`config.mk`:
```
export PLATFORM = sky130hd
export DESIGN_NAME = ula_muldiv_ctrl
export DESIGN_NICKNAME = d
export VERILOG_FILES = /design/src/rtl/ula_muldiv_ctrl.sv
export SDC_FILE = /design/constraint.sdc
export NUM_CORES = 1
export LEC_CHECK = 0
export CAP_MARGIN = 5
export CORE_ASPECT_RATIO = 1.75
export CORE_UTILIZATION = 35
export CTS_CLUSTER_DIAMETER = 80
export CTS_CLUSTER_SIZE = 28
export DETAILED_ROUTE_END_ITERATION = 10
export PLACE_DENSITY = 0.66
export SYNTH_ARGS = -nofsm -noshare
export SYNTH_HDL_FRONTEND = slang
export SYNTH_SLANG_ARGS = --single-unit
export TNS_END_PERCENT = 50
```
`constraint.sdc`:
```
create_clock -name clock -period 8.1 [get_ports clock]
set_clock_uncertainty 0.2 [all_clocks]
set_input_delay 1.62 -clock clock [delete_from_list [all_inputs] [get_ports clock]]
set_output_delay 1.62 -clock clock [all_outputs]
set_load 0.05 [all_outputs]
```
`src/rtl/ula_muldiv_ctrl.sv`:
```
// ula_muldiv_ctrl: 32-bit unsigned MULTU/DIVU sequencer that borrows the EX-stage ALU as its adder/subtractor.
// Latency: start accepted at edge N, busy in cycles N+1..N+32, done pulse with HI/LO valid in cycle N+33.
// Backpressure: stalls the pipeline through busy; inicio is ignored while iterating (no queuing).
// Optional build macro ULA_DIV0_TRAP_EN: DIVU by zero completes in one cycle and raises erro_div0.
module ula_muldiv_ctrl (
    input  logic        clock,
    input  logic        reset,
    input  logic        inicio,
    input  logic        op,
    input  logic [31:0] entradaA,
    input  logic [31:0] entradaB,
    output logic [31:0] alu_a,
    output logic [31:0] alu_b,
    output logic [3:0]  alu_ctrl,
    input  logic [31:0] alu_saida,
    output logic        alu_sel,
    output logic        busy,
    output logic        done,
    output logic [31:0] hi,
    output logic [31:0] lo,
    output logic        erro_div0
);

    localparam logic [3:0] ALU_NOP = 4'd0;
    localparam logic [3:0] ALU_ADD = 4'd2;
    localparam logic [3:0] ALU_SUB = 4'd6;

    typedef enum logic [1:0] {
        IDLE = 2'd0,
        MULT = 2'd1,
        DIV  = 2'd2,
        DONE = 2'd3
    } state_t;

    state_t      state;
    state_t      state_nxt;

    logic [4:0]  cnt;
    logic [4:0]  cnt_nxt;
    logic [31:0] opnd;
    logic [31:0] opnd_nxt;
    logic [31:0] hi_nxt;
    logic [31:0] lo_nxt;

    // Iteration helpers
    logic        start_ok;
    logic        last_iter;
    logic [31:0] sh;
    logic [31:0] sum;
    logic        carry;
    logic        sub_ok;

`ifdef ULA_DIV0_TRAP_EN
    logic        erro_q;
    logic        erro_nxt;
    logic        div0_start;

    // A DIVU with a zero divisor is short-circuited straight to DONE
    assign div0_start = op && (entradaB == 32'd0);
    assign erro_div0  = erro_q;
`else
    assign erro_div0  = 1'b0;
`endif

    // Starts are only honoured when no operation is in flight
    assign start_ok  = inicio && ((state == IDLE) || (state == DONE));
    assign last_iter = (cnt == 5'd31);

    // State register; reset aborts any operation in flight
    always_ff @(posedge clock or posedge reset) begin
        if (reset) begin
            state <= IDLE;
        end else begin
            state <= state_nxt;
        end
    end

    // Next-state decode and Moore outputs; ALU drive comes from registered state only
    always_comb begin
        state_nxt = state;
        alu_a     = 32'd0;
        alu_b     = 32'd0;
        alu_ctrl  = ALU_NOP;
        alu_sel   = 1'b0;
        busy      = 1'b0;
        done      = 1'b0;
        case (state)
            IDLE, DONE: begin
                done      = (state == DONE);
                state_nxt = IDLE;
                if (start_ok) begin
                    if (op) begin
                        state_nxt = DIV;
`ifdef ULA_DIV0_TRAP_EN
                        if (div0_start) begin
                            state_nxt = DONE;
                        end
`endif
                    end else begin
                        state_nxt = MULT;
                    end
                end
            end
            MULT: begin
                alu_a    = hi;
                alu_b    = opnd;
                alu_ctrl = ALU_ADD;
                alu_sel  = 1'b1;
                busy     = 1'b1;
                if (last_iter) begin
                    state_nxt = DONE;
                end
            end
            DIV: begin
                alu_a    = sh;
                alu_b    = opnd;
                alu_ctrl = ALU_SUB;
                alu_sel  = 1'b1;
                busy     = 1'b1;
                if (last_iter) begin
                    state_nxt = DONE;
                end
            end
            default: begin
                state_nxt = IDLE;
            end
        endcase
    end

    // Per-iteration arithmetic around the shared ALU result
    always_comb begin
        // Partial remainder shifted left by one, bringing in the next dividend bit
        sh = {hi[30:0], lo[31]};
        // Add step only when the current multiplier bit is set; a wrapped sum means carry out
        if (lo[0]) begin
            sum   = alu_saida;
            carry = (alu_saida < hi);
        end else begin
            sum   = hi;
            carry = 1'b0;
        end
        // hi[31] set means the true 33-bit remainder already exceeds any 32-bit divisor
        sub_ok = hi[31] || (sh >= opnd);
    end

    // Datapath next values: load on start, shift-add for MULTU, restoring shift-subtract for DIVU
    always_comb begin
        cnt_nxt  = cnt;
        opnd_nxt = opnd;
        hi_nxt   = hi;
        lo_nxt   = lo;
`ifdef ULA_DIV0_TRAP_EN
        erro_nxt = erro_q;
`endif
        case (state)
            IDLE, DONE: begin
                if (start_ok) begin
                    cnt_nxt = 5'd0;
                    hi_nxt  = 32'd0;
`ifdef ULA_DIV0_TRAP_EN
                    erro_nxt = 1'b0;
`endif
                    if (op) begin
                        lo_nxt   = entradaA;
                        opnd_nxt = entradaB;
`ifdef ULA_DIV0_TRAP_EN
                        // Same HI/LO the full algorithm would produce for a zero divisor
                        if (div0_start) begin
                            hi_nxt   = entradaA;
                            lo_nxt   = 32'hFFFF_FFFF;
                            erro_nxt = 1'b1;
                        end
`endif
                    end else begin
                        lo_nxt   = entradaB;
                        opnd_nxt = entradaA;
                    end
                end
            end
            MULT: begin
                {hi_nxt, lo_nxt} = {carry, sum, lo[31:1]};
                cnt_nxt          = cnt + 5'd1;
            end
            DIV: begin
                if (sub_ok) begin
                    hi_nxt = alu_saida;
                    lo_nxt = {lo[30:0], 1'b1};
                end else begin
                    hi_nxt = sh;
                    lo_nxt = {lo[30:0], 1'b0};
                end
                cnt_nxt = cnt + 5'd1;
            end
            default: begin
                cnt_nxt = cnt;
            end
        endcase
    end

    // Datapath registers; HI/LO hold their result until the next accepted start
    always_ff @(posedge clock or posedge reset) begin
        if (reset) begin
            cnt  <= 5'd0;
            opnd <= 32'd0;
            hi   <= 32'd0;
            lo   <= 32'd0;
        end else begin
            cnt  <= cnt_nxt;
            opnd <= opnd_nxt;
            hi   <= hi_nxt;
            lo   <= lo_nxt;
        end
    end

`ifdef ULA_DIV0_TRAP_EN
    // Sticky divide-by-zero flag, cleared by the next accepted start
    always_ff @(posedge clock or posedge reset) begin
        if (reset) begin
            erro_q <= 1'b0;
        end else begin
            erro_q <= erro_nxt;
        end
    end
`endif

endmodule

```
==> results_dict.tcl <==
set metrics [dict create \
    pin_count 236 \
    cts_setup_buffers 0 \
    first_global_vias 7919 \
    synth-adder-area-share_pct 10.3 \
    final_max_slew_viol_count 0 \
    num_rows 74 \
    synth-compound-area-share_pct 26.5 \
    cts_max_path_buffers 2 \
    status "completed" \
    synth_top_family_by_area "compound AO/OA/AOI/OAI gates" \
    finalSetupViolCount 0 \
    syn-instance-count 986 \
    power.density_mw_per_mm2 361 \
    synth_seq_cells 103 \
    cts.sinks 103 \
    worstSetupStartpointType "register" \
    r2r_slack_ps 4090 \
    cp.arrival_ps 3160 \
    place_area_sq_mm 0.0107 \
    core_area_sq_mm 0.0232 \
    cts-root-buf "clkbuf_16" \
    hold_buffers 0 \
    drive_gt1_share_pct 5.69 \
    die_h_um 205 \
    synth_area_sq_mm 0.00825 \
    reg2reg_depth 9 \
    rsz0062_at_grt "false" \
    cts_resized 0 \
    grt_use_met1_pct 26.8 \
    synth_edf_count 0 \
    fin_setup_tns_ps 0 \
    yosys_most_used_dff "dfrtp_1" \
    holdCritPathClass "register to register" \
    synth_top_cell_area_share_pct 31.2 \
    use_met3_pct 2.17 \
    synth_seq_area_share_pct 31.2 \
    grt_usage_pct 22.5 \
    ys_types 51 \
    antenna_found_initial 5 \
    grt_remaining_overflow 0 \
    period_minus_slack_ps 4980 \
    cts.htree.levels 3 \
    first_pass_iters 6 \
    yosys_warnings 0 \
    syn_to_final_growth_pct 33.0 \
    totalWireLength_um 27200 \
    gp_congestion 0.837 \
    synth.avg_cell_area_sq_um 8.37 \
    grtUsageMet2_pct 40.2 \
    relSlewSlack_pct 24.8 \
    hold_viol 0 \
    p_leak_uw 0.00461 \
    drv_cap 0 \
    cp-end-kind "output pin" \
    hold-path-cell-count 1 \
    synth_xor_area_share_pct 0.212 \
    ant_nets 0 \
    critical_path.startpoint "state[0]$_DFFE_PP0P_" \
    worst_pin_slew_ps 1130 \
    final_core_util_pct 47.2 \
    r2r_end "hi[31]$_DFFE_PP0P_" \
    numCtsBuffers 9 \
    clk_pin_slew_ps 70 \
    hold_start "cnt[4]$_DFFE_PP0P_" \
    avgViaCountPerCell 5.49 \
    portBuffers 232 \
    ys_top_cells_by_area "dfrtp_1 (31%), mux2i_1 (12%), ha_1 (10%), a21oi_1 (6.7%), nor2_1 (6.3%)" \
    drc 0 \
    cts_tree "yes" \
    die_area_sq_mm 0.0242 \
    r2r-start "lo[31]$_DFFE_PP0P_" \
    critical_path_class "register to output pin" \
    ys_top_cells_by_count "nor2_1 (138), a21oi_1 (110), dfrtp_1 (103)" \
    fmax_mhz 201 \
    required_ps 6280 \
    irDropWorstVdd_v 0.000312 \
    grt_max_degree 81 \
    drtIter0Drc 595 \
    clock_latency_ps 350 \
    crit_fanout 80 \
    synth_area_leader_cell "dfrtp_1" \
    yosysMostFrequentCell "nor2_1" \
    gr-max-usage-layer "met2" \
    wl_per_cell_um 18.5 \
    synthArstFlopShare_pct 100 \
    hpwl_um 19600 \
    holdPathEnd "cnt[4]$_DFFE_PP0P_" \
    initial_core_util_pct 35.5 \
    period_share_pct 61.5 \
    grt_pass1_wl_um 43000 \
    nFillCells 2309 \
    hold_ws_ps 319 \
    synthMuxAreaShare_pct 11.7 \
    power_uw 3970 \
    stdcell_area_sq_mm 0.0110 \
    synthSimpleGateAreaFrac_pct 12.2 \
    chipWidth_um 118 \
    fin_nets 1323 \
    vias 8057 \
]
==> placed cells by master (no fill, tap or decap), types with 2 or more instances in the layout <==
cell / count
a211o_1: 3
a211oi_1: 4
a21o_1: 11
a21oi_1: 110
a221oi_1: 32
a22oi_1: 33
buf_4: 10
clkbuf_1: 2
clkbuf_16: 9
clkdlybuf4s50_1: 230
conb_1: 3
dfrtp_1: 102
diode_2: 5
ha_1: 66
inv_1: 68
inv_6: 2
mux2i_1: 95
nand2_1: 81
nand2b_1: 2
nand3_1: 6
nand3b_1: 2
nand4_1: 7
nor2_1: 137
nor2b_1: 2
o211ai_1: 38
o211ai_2: 29
o21ai_0: 41
o22ai_1: 2
==> sequential cells by signal, summed over array words and instances, names as in the netlist <==
register	flops
state	2
hi	32
lo	32
opnd	32
cnt	5
==> logic make-up (layout without fill, tap and decap cells) <==
group                      Yosys count  after routing
AOI/OAI and AO/OA                  314            314
xor gates and xnor gates             2              2
adders and majority gates           68             68
buffers and inverters              154            325
DFF                                103            103
muxes                               96             96
other                                1              8
and+or+nand+nor                    248            248
==> critical path: stages, from the launching register on <==
cell and delay (ps):
dfrtp_1 400, inv_1 90, ha_4 760, buf_4 660, nor2_1 100, clkdlybuf4s50_1 760
==> how the worst max path moves through the flow <==
stage | endpoint | slack, ps | cells after the start
finish | alu_a[0] | 3120 | 5
global route | alu_a[31] | 2940 | 5
CTS | alu_a[0] | 3100 | 5
detailed placement | alu_a[0] | 3490 | 5
global placement | alu_a[0] | 3530 | 5
floorplan | cnt[0]$_DFFE_PP0P_ | 3580 | 1
==> stage by stage <==
step	instances	worst slack (ps)
2_1_floorplan	988	3580
3_3_place_gp	1448	3530
3_5_place_dp	1448	3490
4_1_cts	1463	3100
5_1_grt	1468	2940
6_report	1468	3120
==> cell type report <==
class	count	area, sq um	area share [%]
Inverter	69	262	2.38
Tap cell	304	380	3.47
Antenna cell	5	12.5	0.114
Sequential cell	103	2580	23.5
Clock buffer	11	233	2.12
Timing Repair Buffer	241	2380	21.7
Multi-Input combinational cell	731	5070	46.2
Clock inverter	4	55.1	0.502
==> metal layers <==
metal  vias up  routed length [um]
met4         0                 863
li1       3885                   -
met5         -                   0
met2       242               14400
met1      3888               10900
met3        42                1060
==> power by group <==
group          leakage (uW)  internal (uW)  switching, uW
registers           0.00126            715            230
logic               0.00321            829           1750
clock network      0.000137            241            206
(Power assumes the default switching activity.)
